## config.mk

```make
export PLATFORM = sky130hd
export DESIGN_NAME = sys_cmd_ctrl_flat
export DESIGN_NICKNAME = d
export VERILOG_FILES = /design/src/rtl/sys_cmd_ctrl_if.sv /design/src/rtl/sys_cmd_ctrl.sv /design/src/flat_wrapper.sv
export SDC_FILE = /design/constraint.sdc
export NUM_CORES = 1
export LEC_CHECK = 0
export CAP_MARGIN = 10
export CORE_UTILIZATION = 51
export CTS_CLUSTER_SIZE = 8
export DETAILED_ROUTE_END_ITERATION = 10
export GPL_TIMING_DRIVEN = 0
export PLACE_DENSITY_LB_ADDON = 0.1
export SYNTH_ARGS = -nofsm -noshare
export SYNTH_HDL_FRONTEND = slang
export SYNTH_SLANG_ARGS = --single-unit
```

## constraint.sdc

```tcl
create_clock -name CLK -period 2.8 [get_ports CLK]
set_input_delay 0.56 -clock CLK [delete_from_list [all_inputs] [get_ports CLK]]
set_output_delay 0.56 -clock CLK [all_outputs]
set_load 0.005 [all_outputs]
```

## src/rtl/sys_cmd_ctrl_if.sv

```systemverilog
// sys_cmd_ctrl_if: UART/RegFile/ALU/TX-FIFO signal bundle around the system command controller
interface sys_cmd_ctrl_if #(
  parameter int DATA_WIDTH    = 8,
  parameter int ADDR_WIDTH    = 4,
  parameter int ALU_FUN_WIDTH = 4,
  parameter int ALU_OUT_WIDTH = 16
);
  logic [DATA_WIDTH-1:0]    UART_RX_DATA;
  logic                     UART_RX_VLD;
  logic [DATA_WIDTH-1:0]    RF_RdData;
  logic                     RF_RdData_VLD;
  logic [ALU_OUT_WIDTH-1:0] ALU_OUT;
  logic                     ALU_OUT_VLD;
  logic                     FIFO_FULL;
  logic [ADDR_WIDTH-1:0]    RF_Address;
  logic                     RF_WrEn;
  logic                     RF_RdEn;
  logic [DATA_WIDTH-1:0]    RF_WrData;
  logic [ALU_FUN_WIDTH-1:0] ALU_FUN;
  logic                     ALU_EN;
  logic                     CLKG_EN;
  logic [DATA_WIDTH-1:0]    UART_TX_DATA;
  logic                     UART_TX_VLD;
  logic                     CLKDIV_EN;
  modport slave (
    input  UART_RX_DATA, UART_RX_VLD, RF_RdData, RF_RdData_VLD, ALU_OUT, ALU_OUT_VLD, FIFO_FULL,
    output RF_Address, RF_WrEn, RF_RdEn, RF_WrData, ALU_FUN, ALU_EN, CLKG_EN, UART_TX_DATA, UART_TX_VLD, CLKDIV_EN
  );
  modport master (
    output UART_RX_DATA, UART_RX_VLD, RF_RdData, RF_RdData_VLD, ALU_OUT, ALU_OUT_VLD, FIFO_FULL,
    input  RF_Address, RF_WrEn, RF_RdEn, RF_WrData, ALU_FUN, ALU_EN, CLKG_EN, UART_TX_DATA, UART_TX_VLD, CLKDIV_EN
  );
endinterface

```

## src/rtl/sys_cmd_ctrl.sv

```systemverilog
// sys_cmd_ctrl: decodes UART command frames into RegFile/ALU operations and serialises replies into the TX FIFO.
// Define SYS_CMD_CTRL_ERR_RESP_EN to answer unrecognised command bytes with a single 8'hEE.
module sys_cmd_ctrl #(
  parameter int DATA_WIDTH    = 8,
  parameter int ADDR_WIDTH    = 4,
  parameter int ALU_FUN_WIDTH = 4,
  parameter int ALU_OUT_WIDTH = 16,
  parameter logic [DATA_WIDTH-1:0] CMD_WR      = 'hAA,
  parameter logic [DATA_WIDTH-1:0] CMD_RD      = 'hBB,
  parameter logic [DATA_WIDTH-1:0] CMD_ALU_OP  = 'hCC,
  parameter logic [DATA_WIDTH-1:0] CMD_ALU_NOP = 'hDD
) (
  input logic          CLK,
  input logic          RST,
  sys_cmd_ctrl_if.slave bus
);
  localparam int NBYTES = ALU_OUT_WIDTH / DATA_WIDTH;
  localparam int CW = $clog2(NBYTES + 1);
  localparam logic [3:0] IDLE     = 4'd0;
  localparam logic [3:0] WR_ADDR  = 4'd1;
  localparam logic [3:0] WR_DATA  = 4'd2;
  localparam logic [3:0] RD_ADDR  = 4'd3;
  localparam logic [3:0] RD_WAIT  = 4'd4;
  localparam logic [3:0] OP_A     = 4'd5;
  localparam logic [3:0] OP_B     = 4'd6;
  localparam logic [3:0] FUN      = 4'd7;
  localparam logic [3:0] ALU_WAIT = 4'd8;
  localparam logic [3:0] TX       = 4'd9;
  logic [3:0]               r_state;
  logic [ADDR_WIDTH-1:0]    r_addr, r_rf_addr;
  logic [DATA_WIDTH-1:0]    r_wr_data, r_tx_data;
  logic [ALU_FUN_WIDTH-1:0] r_alu_fun;
  logic [ALU_OUT_WIDTH-1:0] r_buf;
  logic [CW-1:0]            r_cnt;
  logic                     r_wr_en, r_rd_en, r_alu_en, r_clkg_en, r_tx_vld, r_clkdiv_en;
  logic                     w_vld;
  logic [DATA_WIDTH-1:0]    w_rx;
  assign w_vld = bus.UART_RX_VLD;
  assign w_rx  = bus.UART_RX_DATA;
  always_ff @(posedge CLK) begin
    if (RST) begin
      r_state     <= IDLE;
      r_addr      <= '0;
      r_rf_addr   <= '0;
      r_wr_data   <= '0;
      r_tx_data   <= '0;
      r_alu_fun   <= '0;
      r_buf       <= '0;
      r_cnt       <= '0;
      r_wr_en     <= 1'b0;
      r_rd_en     <= 1'b0;
      r_alu_en    <= 1'b0;
      r_clkg_en   <= 1'b0;
      r_tx_vld    <= 1'b0;
      r_clkdiv_en <= 1'b0;
    end else begin
      r_clkdiv_en <= 1'b1;
      r_wr_en     <= 1'b0;
      r_rd_en     <= 1'b0;
      r_alu_en    <= 1'b0;
      r_tx_vld    <= 1'b0;
      case (r_state)
        IDLE: if (w_vld) begin
          if (w_rx == CMD_WR) r_state <= WR_ADDR;
          else if (w_rx == CMD_RD) r_state <= RD_ADDR;
          else if (w_rx == CMD_ALU_OP) r_state <= OP_A;
          else if (w_rx == CMD_ALU_NOP) r_state <= FUN;
`ifdef SYS_CMD_CTRL_ERR_RESP_EN
          else begin
            r_buf   <= ALU_OUT_WIDTH'(8'hEE);
            r_cnt   <= CW'(1);
            r_state <= TX;
          end
`endif
        end
        WR_ADDR: if (w_vld) begin
          r_addr  <= w_rx[ADDR_WIDTH-1:0];
          r_state <= WR_DATA;
        end
        WR_DATA: if (w_vld) begin
          r_wr_en   <= 1'b1;
          r_rf_addr <= r_addr;
          r_wr_data <= w_rx;
          r_state   <= IDLE;
        end
        RD_ADDR: if (w_vld) begin
          r_rd_en   <= 1'b1;
          r_rf_addr <= w_rx[ADDR_WIDTH-1:0];
          r_state   <= RD_WAIT;
        end
        RD_WAIT: if (bus.RF_RdData_VLD) begin
          r_buf   <= ALU_OUT_WIDTH'(bus.RF_RdData);
          r_cnt   <= CW'(1);
          r_state <= TX;
        end
        OP_A: if (w_vld) begin
          r_wr_en   <= 1'b1;
          r_rf_addr <= '0;
          r_wr_data <= w_rx;
          r_state   <= OP_B;
        end
        OP_B: if (w_vld) begin
          r_wr_en   <= 1'b1;
          r_rf_addr <= ADDR_WIDTH'(1);
          r_wr_data <= w_rx;
          r_state   <= FUN;
        end
        FUN: if (w_vld) begin
          r_alu_en  <= 1'b1;
          r_alu_fun <= w_rx[ALU_FUN_WIDTH-1:0];
          r_clkg_en <= 1'b1;
          r_state   <= ALU_WAIT;
        end
        ALU_WAIT: if (bus.ALU_OUT_VLD) begin
          r_buf     <= bus.ALU_OUT;
          r_cnt     <= CW'(NBYTES);
          r_clkg_en <= 1'b0;
          r_state   <= TX;
        end
        TX: begin
          // data tracks the pending byte even while the FIFO stalls us
          r_tx_data <= r_buf[DATA_WIDTH-1:0];
          if (!bus.FIFO_FULL) begin
            r_tx_vld <= 1'b1;
            r_buf    <= r_buf >> DATA_WIDTH;
            r_cnt    <= r_cnt - 1'b1;
            if (r_cnt == CW'(1)) r_state <= IDLE;
          end
        end
        default: r_state <= IDLE;
      endcase
    end
  end
  assign bus.RF_Address   = r_rf_addr;
  assign bus.RF_WrEn      = r_wr_en;
  assign bus.RF_RdEn      = r_rd_en;
  assign bus.RF_WrData    = r_wr_data;
  assign bus.ALU_FUN      = r_alu_fun;
  assign bus.ALU_EN       = r_alu_en;
  assign bus.CLKG_EN      = r_clkg_en;
  assign bus.UART_TX_DATA = r_tx_data;
  assign bus.UART_TX_VLD  = r_tx_vld;
  assign bus.CLKDIV_EN    = r_clkdiv_en;
endmodule

```

## src/flat_wrapper.sv

```systemverilog
// flat-port wrapper written by rule: the top's interface ports become plain ports
module sys_cmd_ctrl_flat 
#(
  parameter int DATA_WIDTH    = 8,
  parameter int ADDR_WIDTH    = 4,
  parameter int ALU_FUN_WIDTH = 4,
  parameter int ALU_OUT_WIDTH = 16,
  parameter logic [DATA_WIDTH-1:0] CMD_WR      = 'hAA,
  parameter logic [DATA_WIDTH-1:0] CMD_RD      = 'hBB,
  parameter logic [DATA_WIDTH-1:0] CMD_ALU_OP  = 'hCC,
  parameter logic [DATA_WIDTH-1:0] CMD_ALU_NOP = 'hDD
)
  (CLK, RST, bus_UART_RX_DATA, bus_UART_RX_VLD, bus_RF_RdData, bus_RF_RdData_VLD, bus_ALU_OUT, bus_ALU_OUT_VLD, bus_FIFO_FULL, bus_RF_Address, bus_RF_WrEn, bus_RF_RdEn, bus_RF_WrData, bus_ALU_FUN, bus_ALU_EN, bus_CLKG_EN, bus_UART_TX_DATA, bus_UART_TX_VLD, bus_CLKDIV_EN);
  sys_cmd_ctrl_if #(.DATA_WIDTH(DATA_WIDTH), .ADDR_WIDTH(ADDR_WIDTH), .ALU_FUN_WIDTH(ALU_FUN_WIDTH), .ALU_OUT_WIDTH(ALU_OUT_WIDTH)) bus_i ();
  input logic CLK;
  input logic RST;
  input wire logic [$bits(bus_i.UART_RX_DATA)-1:0] bus_UART_RX_DATA;
  input wire logic [$bits(bus_i.UART_RX_VLD)-1:0] bus_UART_RX_VLD;
  input wire logic [$bits(bus_i.RF_RdData)-1:0] bus_RF_RdData;
  input wire logic [$bits(bus_i.RF_RdData_VLD)-1:0] bus_RF_RdData_VLD;
  input wire logic [$bits(bus_i.ALU_OUT)-1:0] bus_ALU_OUT;
  input wire logic [$bits(bus_i.ALU_OUT_VLD)-1:0] bus_ALU_OUT_VLD;
  input wire logic [$bits(bus_i.FIFO_FULL)-1:0] bus_FIFO_FULL;
  output wire logic [$bits(bus_i.RF_Address)-1:0] bus_RF_Address;
  output wire logic [$bits(bus_i.RF_WrEn)-1:0] bus_RF_WrEn;
  output wire logic [$bits(bus_i.RF_RdEn)-1:0] bus_RF_RdEn;
  output wire logic [$bits(bus_i.RF_WrData)-1:0] bus_RF_WrData;
  output wire logic [$bits(bus_i.ALU_FUN)-1:0] bus_ALU_FUN;
  output wire logic [$bits(bus_i.ALU_EN)-1:0] bus_ALU_EN;
  output wire logic [$bits(bus_i.CLKG_EN)-1:0] bus_CLKG_EN;
  output wire logic [$bits(bus_i.UART_TX_DATA)-1:0] bus_UART_TX_DATA;
  output wire logic [$bits(bus_i.UART_TX_VLD)-1:0] bus_UART_TX_VLD;
  output wire logic [$bits(bus_i.CLKDIV_EN)-1:0] bus_CLKDIV_EN;
  assign bus_i.UART_RX_DATA = bus_UART_RX_DATA;
  assign bus_i.UART_RX_VLD = bus_UART_RX_VLD;
  assign bus_i.RF_RdData = bus_RF_RdData;
  assign bus_i.RF_RdData_VLD = bus_RF_RdData_VLD;
  assign bus_i.ALU_OUT = bus_ALU_OUT;
  assign bus_i.ALU_OUT_VLD = bus_ALU_OUT_VLD;
  assign bus_i.FIFO_FULL = bus_FIFO_FULL;
  assign bus_RF_Address = bus_i.RF_Address;
  assign bus_RF_WrEn = bus_i.RF_WrEn;
  assign bus_RF_RdEn = bus_i.RF_RdEn;
  assign bus_RF_WrData = bus_i.RF_WrData;
  assign bus_ALU_FUN = bus_i.ALU_FUN;
  assign bus_ALU_EN = bus_i.ALU_EN;
  assign bus_CLKG_EN = bus_i.CLKG_EN;
  assign bus_UART_TX_DATA = bus_i.UART_TX_DATA;
  assign bus_UART_TX_VLD = bus_i.UART_TX_VLD;
  assign bus_CLKDIV_EN = bus_i.CLKDIV_EN;
  sys_cmd_ctrl #(.DATA_WIDTH(DATA_WIDTH), .ADDR_WIDTH(ADDR_WIDTH), .ALU_FUN_WIDTH(ALU_FUN_WIDTH), .ALU_OUT_WIDTH(ALU_OUT_WIDTH), .CMD_WR(CMD_WR), .CMD_RD(CMD_RD), .CMD_ALU_OP(CMD_ALU_OP), .CMD_ALU_NOP(CMD_ALU_NOP)) u_core (.CLK(CLK), .RST(RST), .bus(bus_i));
endmodule
```

==> flow_summary.toml, run 1 <==
[synth]
syn-num-nets = 329
synth_area_per_cell_um2 = 8.61
synth-edff-count = 0
synthCells = 290
synth_seq_cells = 56
synth_area_um2 = 2500
ys_warn_count = 0
synth-async-reset-ratio_pct = 0
synth-seq-area-share_pct = 44.9
synth_cell_types = 46
synth_ff_type = "dfxtp_1"

[global_routing]
grt_first_pass_wirelength_mm = 9.77
grt.total_usage_pct = 24.1
grt_pass1_vias = 1974
grt.overflow.total = 0
grt_max_degree = 16
antenna_found_initial = 0

[clock_network]
cts_tree = "done"
numCtsBuffers = 5
htreeDepth = 2
clockBufferDepth = 2
cts_root_buf = "clkbuf_8"
cts_sinks = 56
post_cts_buffers = 0
cts_hold_buf = 0
clkSlewWorstSetupHoldPaths_ps = 90
cts_resized = 0
clk_latency_ps = 300

[die]
rows = 25
io_pins = 68
die_w_um = 72.0
core_um2 = 4720
start_util_pct = 52.9
fp.dieH_um = 72.0
dieArea_um2 = 5180

[run]
drv_cap = 0

[placed_design]
io_buffers = 66
place_congestion = 0.893
dp_hpwl_mm = 4.46
placed_area_um2 = 3240

[timing]
hold_viol = 0
rsz0062_at_grt = "no"
fin_crit_ps = 2170
fin_crit_sh_pct = 77.6
whs_ps = 454
fin_skew_ps = 3.31
worst_pin_slew_ps = 594
setup_viol = 0
fmax_ghz = 0.460
fin_setup_tns_ps = 0
slew_violations = 0
slew_headroom_pct = 60.2

[routing]
drc = 0
dr_total_vias = 2296
vias_per_cell = 5.35
drtAntennaViolNets = 0
first_iter_violations = 152
drt_wl_total_mm = 6.05
first_pass_iters = 4
wl_per_cell_um = 14.1

[power]
peakVddDrop_mv = 0.391
power_mw = 2.61
p_per_area_nw_per_um2 = 782
power.leakage_nw = 1.21

[setup_path]
cp-end-kind = "register"
critical_path_class = "input pin to register"
start_kind = "input pin"
r2r_slack_ps = 820
r2r-start = "u_core.r_state[1]"
cp.arrival_ps = 2400
cp_max_fo = 6
startpoint = "bus_UART_RX_DATA[2]"
crit_end = "u_core.r_state[1]"
cp.required_ps = 3030
ff2ff_path_depth = 5
timing.rr.end = "u_core.r_buf[7]"

[final_layout]
final_cell_mix = "clkdlybuf4s50_1, dfxtp_1, nand2_1"
fin_area_um2 = 3340
antenna_cells = 0
syn2layout_area_growth_pct = 33.8
layout.nets = 402
layout_commonest_cell = "clkdlybuf4s50_1"
layout-drive-gt1-share_pct = 6.35

[min_path]
hold_class = "register to register"
min_path_cells = 2

[outcome]
status = "complete, no violations"
==> layer usage <==
layer / global-route usage, % / up-vias / share of wire [%]
li1: - / 1172 / -
met1: 37.3 / 1057 / 50
met2: 34.7 / 60 / 44
met3: 3.75 / 7 / 4.4
met4: 6.10 / 0 / 1.0
met5: 0 / - / 0
==> cell type report <==
class	instances	area (um2)
Tap cell	67	83.8
Inverter	6	22.5
Timing Repair Buffer	66	661
Buffer	20	105
Clock inverter	1	30.0
Fill cell	385	1380
Clock buffer	5	68.8
Sequential cell	56	1120
Multi-Input combinational cell	208	1250
==> where the power goes <==
| part | switching (mW) | total [mW] | leakage (nW) | internal [mW] |
|---|---|---|---|---|
| clock network | 0.243 | 0.500 | 0.0501 | 0.257 |
| registers | 0.0848 | 1.00 | 0.452 | 0.919 |
| logic | 0.643 | 1.11 | 0.707 | 0.467 |
==> worst max-delay path, cell delays in order <==
cell and delay (ps):
clkdlybuf4s50_1 620, nand4bb_1 210, a2111oi_0 120, o31a_1 260, or4b_1 500, a21oi_1 130
==> cell families (layout without fill, tap and decap cells) <==
logic type	after synthesis	in the layout	share of synthesized area (%)
AOI/OAI and AO/OA	63	63	17.3
xor gates and xnor gates	2	2	0.702
adders and majority gates	1	1	0.501
buffers and inverters	26	98	5.11
DFF	56	56	44.9
muxes	19	19	7.62
and+or+nand+nor	123	123	23.8
==> worst min-delay path by stage <==
stage	startpoint	to	slack [ps]
after floorplan	u_core.r_buf[10]	u_core.r_buf[10]	430
after global placement	u_core.r_buf[8]	u_core.r_buf[8]	440
after detailed placement	u_core.bus.UART_TX_DATA[1]	u_core.bus.UART_TX_DATA[1]	450
after CTS	u_core.bus.UART_TX_DATA[1]	u_core.bus.UART_TX_DATA[1]	460
after global routing	u_core.bus.UART_TX_DATA[1]	u_core.bus.UART_TX_DATA[1]	480
final	u_core.bus.UART_TX_DATA[1]	u_core.bus.UART_TX_DATA[1]	450
==> state kept, by name, indices dropped and copies added (netlist names) <==
name	flops
u_core.r_buf	16
u_core.bus.RF_WrData	8
u_core.bus.UART_TX_DATA	8
u_core.bus.ALU_FUN	4
u_core.bus.RF_Address	4
u_core.r_addr	4
u_core.r_state	4
u_core.r_cnt	2
u_core.bus.ALU_EN	1
u_core.bus.CLKDIV_EN	1
u_core.bus.CLKG_EN	1
u_core.bus.RF_RdEn	1
u_core.bus.RF_WrEn	1
u_core.bus.UART_TX_VLD	1
==> metrics by stage <==
| stage | utilization [%] | setup slack (ps) | std cells |
|---|---|---|---|
| finish | 70.7 | 628 | 429 |
| detailed placement | 68.6 | 323 | 423 |
| global route | 70.7 | 554 | 429 |
| global placement | 68.6 | 345 | 423 |
| floorplan | - | 1060 | 290 |
| CTS | 70.7 | 630 | 429 |
==> synth_stat cells, types with 2 or more instances <==
master     number  area [um2]
nand3b_1        3        22.5
a211o_1         2        17.5
nand2b_1        2        12.5
nor3b_1         3        22.5
a22oi_1        11        82.6
buf_6           3        33.8
and2_1          2        12.5
nand2_1        43         161
nand3_1        14        70.1
inv_2           2        7.51
o22ai_1         2        12.5
a311oi_1        8        70.1
or3_1           2        12.5
a21oi_1        26         130
o2bb2ai_1       3        26.3
inv_1           4        15.0
or4b_1          2        20.0
nor2_1         35         131
a2111oi_0       2        17.5
nor2b_1         4        25.0
dfxtp_1        56        1120
clkbuf_1       10        37.5
nor3_1          4        20.0
mux2i_1        19         190
nand4bb_1       2        22.5
buf_2           6        30.0
Note: power is estimated with default switching activity, not from simulation.
==> run 2: changes to the inputs <==
Settings changed: CORE_UTILIZATION 51 to 43.
Clock period 2.8 ns to 1.8 ns, I/O delays scaled along.
==> run 2 against run 1 <==
The flow now finishes with violations (negative setup slack). First-iteration DRC count rose by 21%. Register-to-register slack got worse by 830 ps. Clock skew rose by 5.3 ps. Power rose by 69%. Non-clock buffer count rose by 7. Core utilization fell by 6.5 points. Die area rose by 18%. Via count rose by 3.6%. Worst hold slack got worse by 56 ps. Routed wire length rose by 6.6%. Largest power group unchanged.
==> flow_summary.toml, run 2 (synthesized netlist as in run 1, its figures left out) <==
[final_layout]
utilization_pct = 64.2
largest_reg_flops = 16
final_cell_mix = "clkdlybuf4s50_1, dfxtp_1, nand2_1"
register_area_um2 = 1130
layout_commonest_cell = "clkdlybuf4s50_1"
fill_cells = 488
fin_area_um2 = 3560
multi_input_area_um2 = 1360
antenna_cells = 0
regMostFlops = "u_core.r_buf"
syn2layout_area_growth_pct = 42.5
layout-drive-gt1-share_pct = 12.7
layout.nets = 409

[die]
core_um2 = 5540
die_w_um = 78.2
io_pins = 68
dieArea_um2 = 6120
fp.dieH_um = 78.2
start_util_pct = 45.1
rows = 27

[clock_network]
cts_hold_buf = 0
htreeDepth = 2
clockBufferDepth = 2
clk_latency_ps = 300
clkSlewWorstSetupHoldPaths_ps = 100
cts_root_buf = "clkbuf_8"
cts_sinks = 56
numCtsBuffers = 5
cts_tree = "done"

[power]
p_per_area_nw_per_um2 = 1240
p_clk_share_pct = 18.5
combPwrFrac_pct = 45.5
p_int_mw = 2.75
netSwitchingFraction_pct = 37.6
power.leakage_nw = 1.32
pwr-share-seq_pct = 36.0
switching_power_mw = 1.66
peakVddDrop_mv = 0.605

[routing]
drtAntennaViolNets = 0
first_pass_iters = 4
wl_per_cell_um = 14.6
first_iter_violations = 184
vias_per_cell = 5.37
drc = 0
dr_total_vias = 2379
drt_wl_total_mm = 6.45

[global_routing]
grt_pass1_vias = 2186
grt_first_pass_wirelength_mm = 10.4
antenna_found_initial = 0
grt.total_usage_pct = 21.5
grt.overflow.total = 0
grt_max_degree = 18

[placed_design]
dp_hpwl_mm = 4.60
placed_area_um2 = 3250
place_congestion = 0.850
io_buffers = 66

[setup_path]
r2r_slack_ps = -9
cp.arrival_ps = 2030
cp.required_ps = 2020
r2r-start = "u_core.r_state[3]"
critical_path_class = "register to register"
cp-end-kind = "register"
ff2ff_path_depth = 7
timing.rr.end = "u_core.r_state[1]"
start_kind = "register"
cp_max_fo = 7

[outcome]
status = "finished, violations left"
violations = "negative setup slack"

[timing]
slew_headroom_pct = 63.8
rsz0062_at_grt = "yes"
fmax_ghz = 0.553
hold_viol = 0
setup_slack_ps = -9.42
fin_crit_sh_pct = 101
fin_crit_ps = 1810
fin_skew_ps = 8.65
setup_viol = 1
worst_pin_slew_ps = 543
slew_violations = 0

[min_path]
min_to = "u_core.bus.RF_RdEn"
holdCritStartpoint = "bus_UART_RX_VLD"
hold_class = "input pin to register"
min_path_cells = 3

[run]
drv_cap = 0
## run 2: changes by cell type in the layout (fill, tap and decap cells not counted), moves of 3 or more
cell and delta:
buf_2 -3, buf_4 +7, clkbuf_2 +3, clkdlybuf4s50_1 -8, dfxtp_1 -3, dlygate4sd2_1 +5, dlymetal6s2s_1 +3
## run 2: worst max-delay path: stages, from the launching register on
cell       delay (ps)
dfxtp_2           340
buf_6             110
buf_4             150
nor2_1             70
a31oi_4           170
o2111ai_4         170
or4b_1            550
a21oi_1           170
## run 2: cell type report
type	instances	area share [%]
inverter	6	0.633
clock inverter	2	1.09
clock buffer	6	2.04
tap	72	2.53
sequential	56	31.7
timing repair buffer	73	20.1
multi-input combinational	208	38.3
buffer	20	3.69
## run 2: layer usage
| layer | global-route usage (%) | share of wire (%) |
|---|---|---|
| met5 | 0 | 0 |
| met2 | 33.4 | 46 |
| met1 | 30.7 | 48 |
| met4 | 5.19 | 0.85 |
| met3 | 3.84 | 5.0 |
## run 2: metrics by stage
step	hold WS, ps	power (mW)	setup slack, ps	TNS, ps	cells
CTS	457	4.17	0.0384	0	437
global route	415	4.68	-76.5	-88.9	443
global placement	439	3.27	-484	-8490	428
floorplan	432	2.81	159	0	290
detailed placement	443	3.28	-500	-8140	428
finish	398	4.41	-9.42	-9.42	443
## run 2: timing repair
action,4_1_cts,5_1_grt
gates resized for setup,13,27
gates cloned,0,0
pin swaps,0,8
setup endpoints to repair,21,32
buffers inserted,1,6
hold endpoints to repair,0,0
## run 2: how the worst max path moves through the flow
| stage | from | end | slack, ps | cells past startpoint |
|---|---|---|---|---|
| after floorplan | u_core.r_state[3] | u_core.r_state[3] | 160 | 7 |
| after global placement | bus_UART_RX_DATA[2] | u_core.r_state[1] | -480 | 6 |
| after detailed placement | bus_UART_RX_DATA[2] | u_core.r_state[1] | -500 | 6 |
| after CTS | u_core.r_state[3] | u_core.r_cnt[0] | 0.04 | 6 |
| after global routing | u_core.r_state[3] | u_core.r_state[1] | -80 | 7 |
| final | u_core.r_state[3] | u_core.r_state[1] | -9 | 7 |
## run 2: power by group through the flow
stage	combinational, mW	sequential (mW)	clock [mW]
finish	2.01	1.59	0.816
CTS	1.78	1.56	0.835
floorplan	1.26	1.55	0
detailed placement	1.69	1.59	0
global route	2.20	1.61	0.874
global placement	1.69	1.58	0
==> run 3: changes to the inputs <==
Settings changed: PLACE_DENSITY set to 0.74, PLACE_DENSITY_LB_ADDON 0.1 to unset.
==> run 3 against run 2 <==
The run still ends with negative setup slack left. Die area unchanged. Critical path depth down 1. Final area down 1.5%. Non-clock buffer count unchanged. Global-route usage down 0.62 points. Clock power down 18%. Count of clock-buffer cells in the layout down 1. Worst hold slack worse by 2.9 ps. Critical path type is now input pin to register. Routed wire length up 3.5%. Sequential share of layout area up 0.40 points. Cell count down 0.23%.
==> flow_summary.toml, run 3 (synthesized netlist as in run 1, its figures left out) <==
[outcome]
status = "finished, violations left"
violations = "negative setup slack"

[setup_path]
crit_path_cell_trace = "clkdlybuf4s50_1 > nor3b_1 > o21ai_2 > o2111ai_4 > or4b_1 > a21oi_1"
cp.required_ps = 2040
cp-end-kind = "register"
cp.arrival_ps = 2060
cp_slowest_cell = "or4b_1"
worst-path-buf-inv = 1
critical_path_class = "input pin to register"
slowest_delay_ps = 530
cp_max_fo = 5
critPathTopFamily = "simple AND/OR/NAND/NOR gates"
start_kind = "input pin"

[clock_network]
cts_tree = "done"
clockBufferDepth = 2
cts_hold_buf = 0
clkSlewWorstSetupHoldPaths_ps = 100
clk_latency_ps = 310
htreeDepth = 2
cts_sinks = 56
numCtsBuffers = 5
cts_root_buf = "clkbuf_8"

[timing]
fin_crit_sh_pct = 102
hold_viol = 0
fmax_ghz = 0.547
worst_pin_slew_ps = 577
fin_crit_ps = 1830
setup_slack_ps = -28.7
setup_viol = 2
slew_violations = 0
fin_skew_ps = 9.34
rsz0062_at_grt = "yes"
slew_headroom_pct = 61.6

[routing]
dr_total_vias = 2380
drt_wl_total_mm = 6.67
vias_per_cell = 5.38
drc = 0
drtAntennaViolNets = 0
first_iter_violations = 254
first_pass_iters = 4
wl_per_cell_um = 15.1

[global_routing]
grt_first_pass_wirelength_mm = 10.1
grt.total_usage_pct = 20.9
grt_max_degree = 17
grt.overflow.total = 0
antenna_found_initial = 0
grt_pass1_vias = 2095

[final_layout]
regMostFlops = "u_core.r_buf"
layout-drive-gt1-share_pct = 12.4
antenna_cells = 0
final_cell_mix = "clkdlybuf4s50_1, dfxtp_1, nand2_1"
fin_area_um2 = 3510
syn2layout_area_growth_pct = 40.4
utilization_pct = 63.3
fin_cells = 442
layout_commonest_cell = "clkdlybuf4s50_1"
layout.nets = 409
largest_reg_flops = 16

[die]
io_pins = 68
dieArea_um2 = 6120
rows = 27
fp.dieH_um = 78.2
start_util_pct = 45.1
die_w_um = 78.2
core_um2 = 5540

[placed_design]
place_inst = 428
placed_area_um2 = 3250
dp_hpwl_mm = 4.74
dpl_worst_slack_ps = -494
io_buffers = 66
place_congestion = 0.880

[min_path]
hold_class = "input pin to register"

[power]
p_per_area_nw_per_um2 = 1210
power.leakage_nw = 1.31
peakVddDrop_mv = 0.521

[run]
drv_cap = 0
==> run 3: area by class of cell <==
type / instances / area (um2)
multi-input cells: 208 / 1340
fillers: 491 / 2030
well taps: 72 / 90.1
clock buffers: 5 / 68.8
inverters: 6 / 22.5
clock inverters: 2 / 12.5
flip-flops and latches: 56 / 1120
plain buffers: 20 / 121
repair buffers: 73 / 723
==> run 3: worst register-to-register path, cell delays in order, from the launching register on <==
cell       delay [ps]
dfxtp_2           340
buf_6             130
nor3b_1           140
o21ai_2           250
o2111ai_4         180
or4b_1            530
a21oi_1           170
==> run 3: final timing paths <==
kind	start	end	slack (ps)	depth (start not counted)
worst max-delay path	bus_ALU_OUT_VLD	u_core.r_state[1]	-30	6
worst min-delay path	bus_FIFO_FULL	u_core.bus.UART_TX_VLD	400	2
worst max register to register	u_core.r_state[3]	u_core.r_state[1]	-20	6
worst min register to register	u_core.bus.UART_TX_DATA[3]	u_core.bus.UART_TX_DATA[3]	460	2
==> run 3: per-stage QoR <==
| stage | hold WS, ps | power [mW] | setup TNS [ps] |
|---|---|---|---|
| floorplan | 432 | 2.81 | 0 |
| global placement | 442 | 3.25 | -8030 |
| detailed placement | 447 | 3.27 | -8410 |
| CTS | 433 | 4.01 | -14.5 |
| global route | 393 | 4.48 | -243 |
| finish | 395 | 4.24 | -37.3 |
==> run 3: timing repair <==
| action | 4_1_cts | 5_1_grt |
|---|---|---|
| resized for setup | 10 | 23 |
| setup endpoints to repair | 25 | 25 |
| setup buffers | 1 | 6 |
| pin swaps | 0 | 7 |
==> run 3: report_power, final <==
group | switching, mW | internal, mW
logic | 1.11 | 0.885
registers | 0.137 | 1.44
clock network | 0.404 | 0.265
total | 1.65 | 2.59
==> run 3: layer usage <==
metal	up-vias	track usage [%]	wire length, um
li1	1179	-	-
met1	1117	30.8	3150
met2	77	30.7	3090
met3	7	3.26	351
met4	0	7.04	82
met5	-	0	0
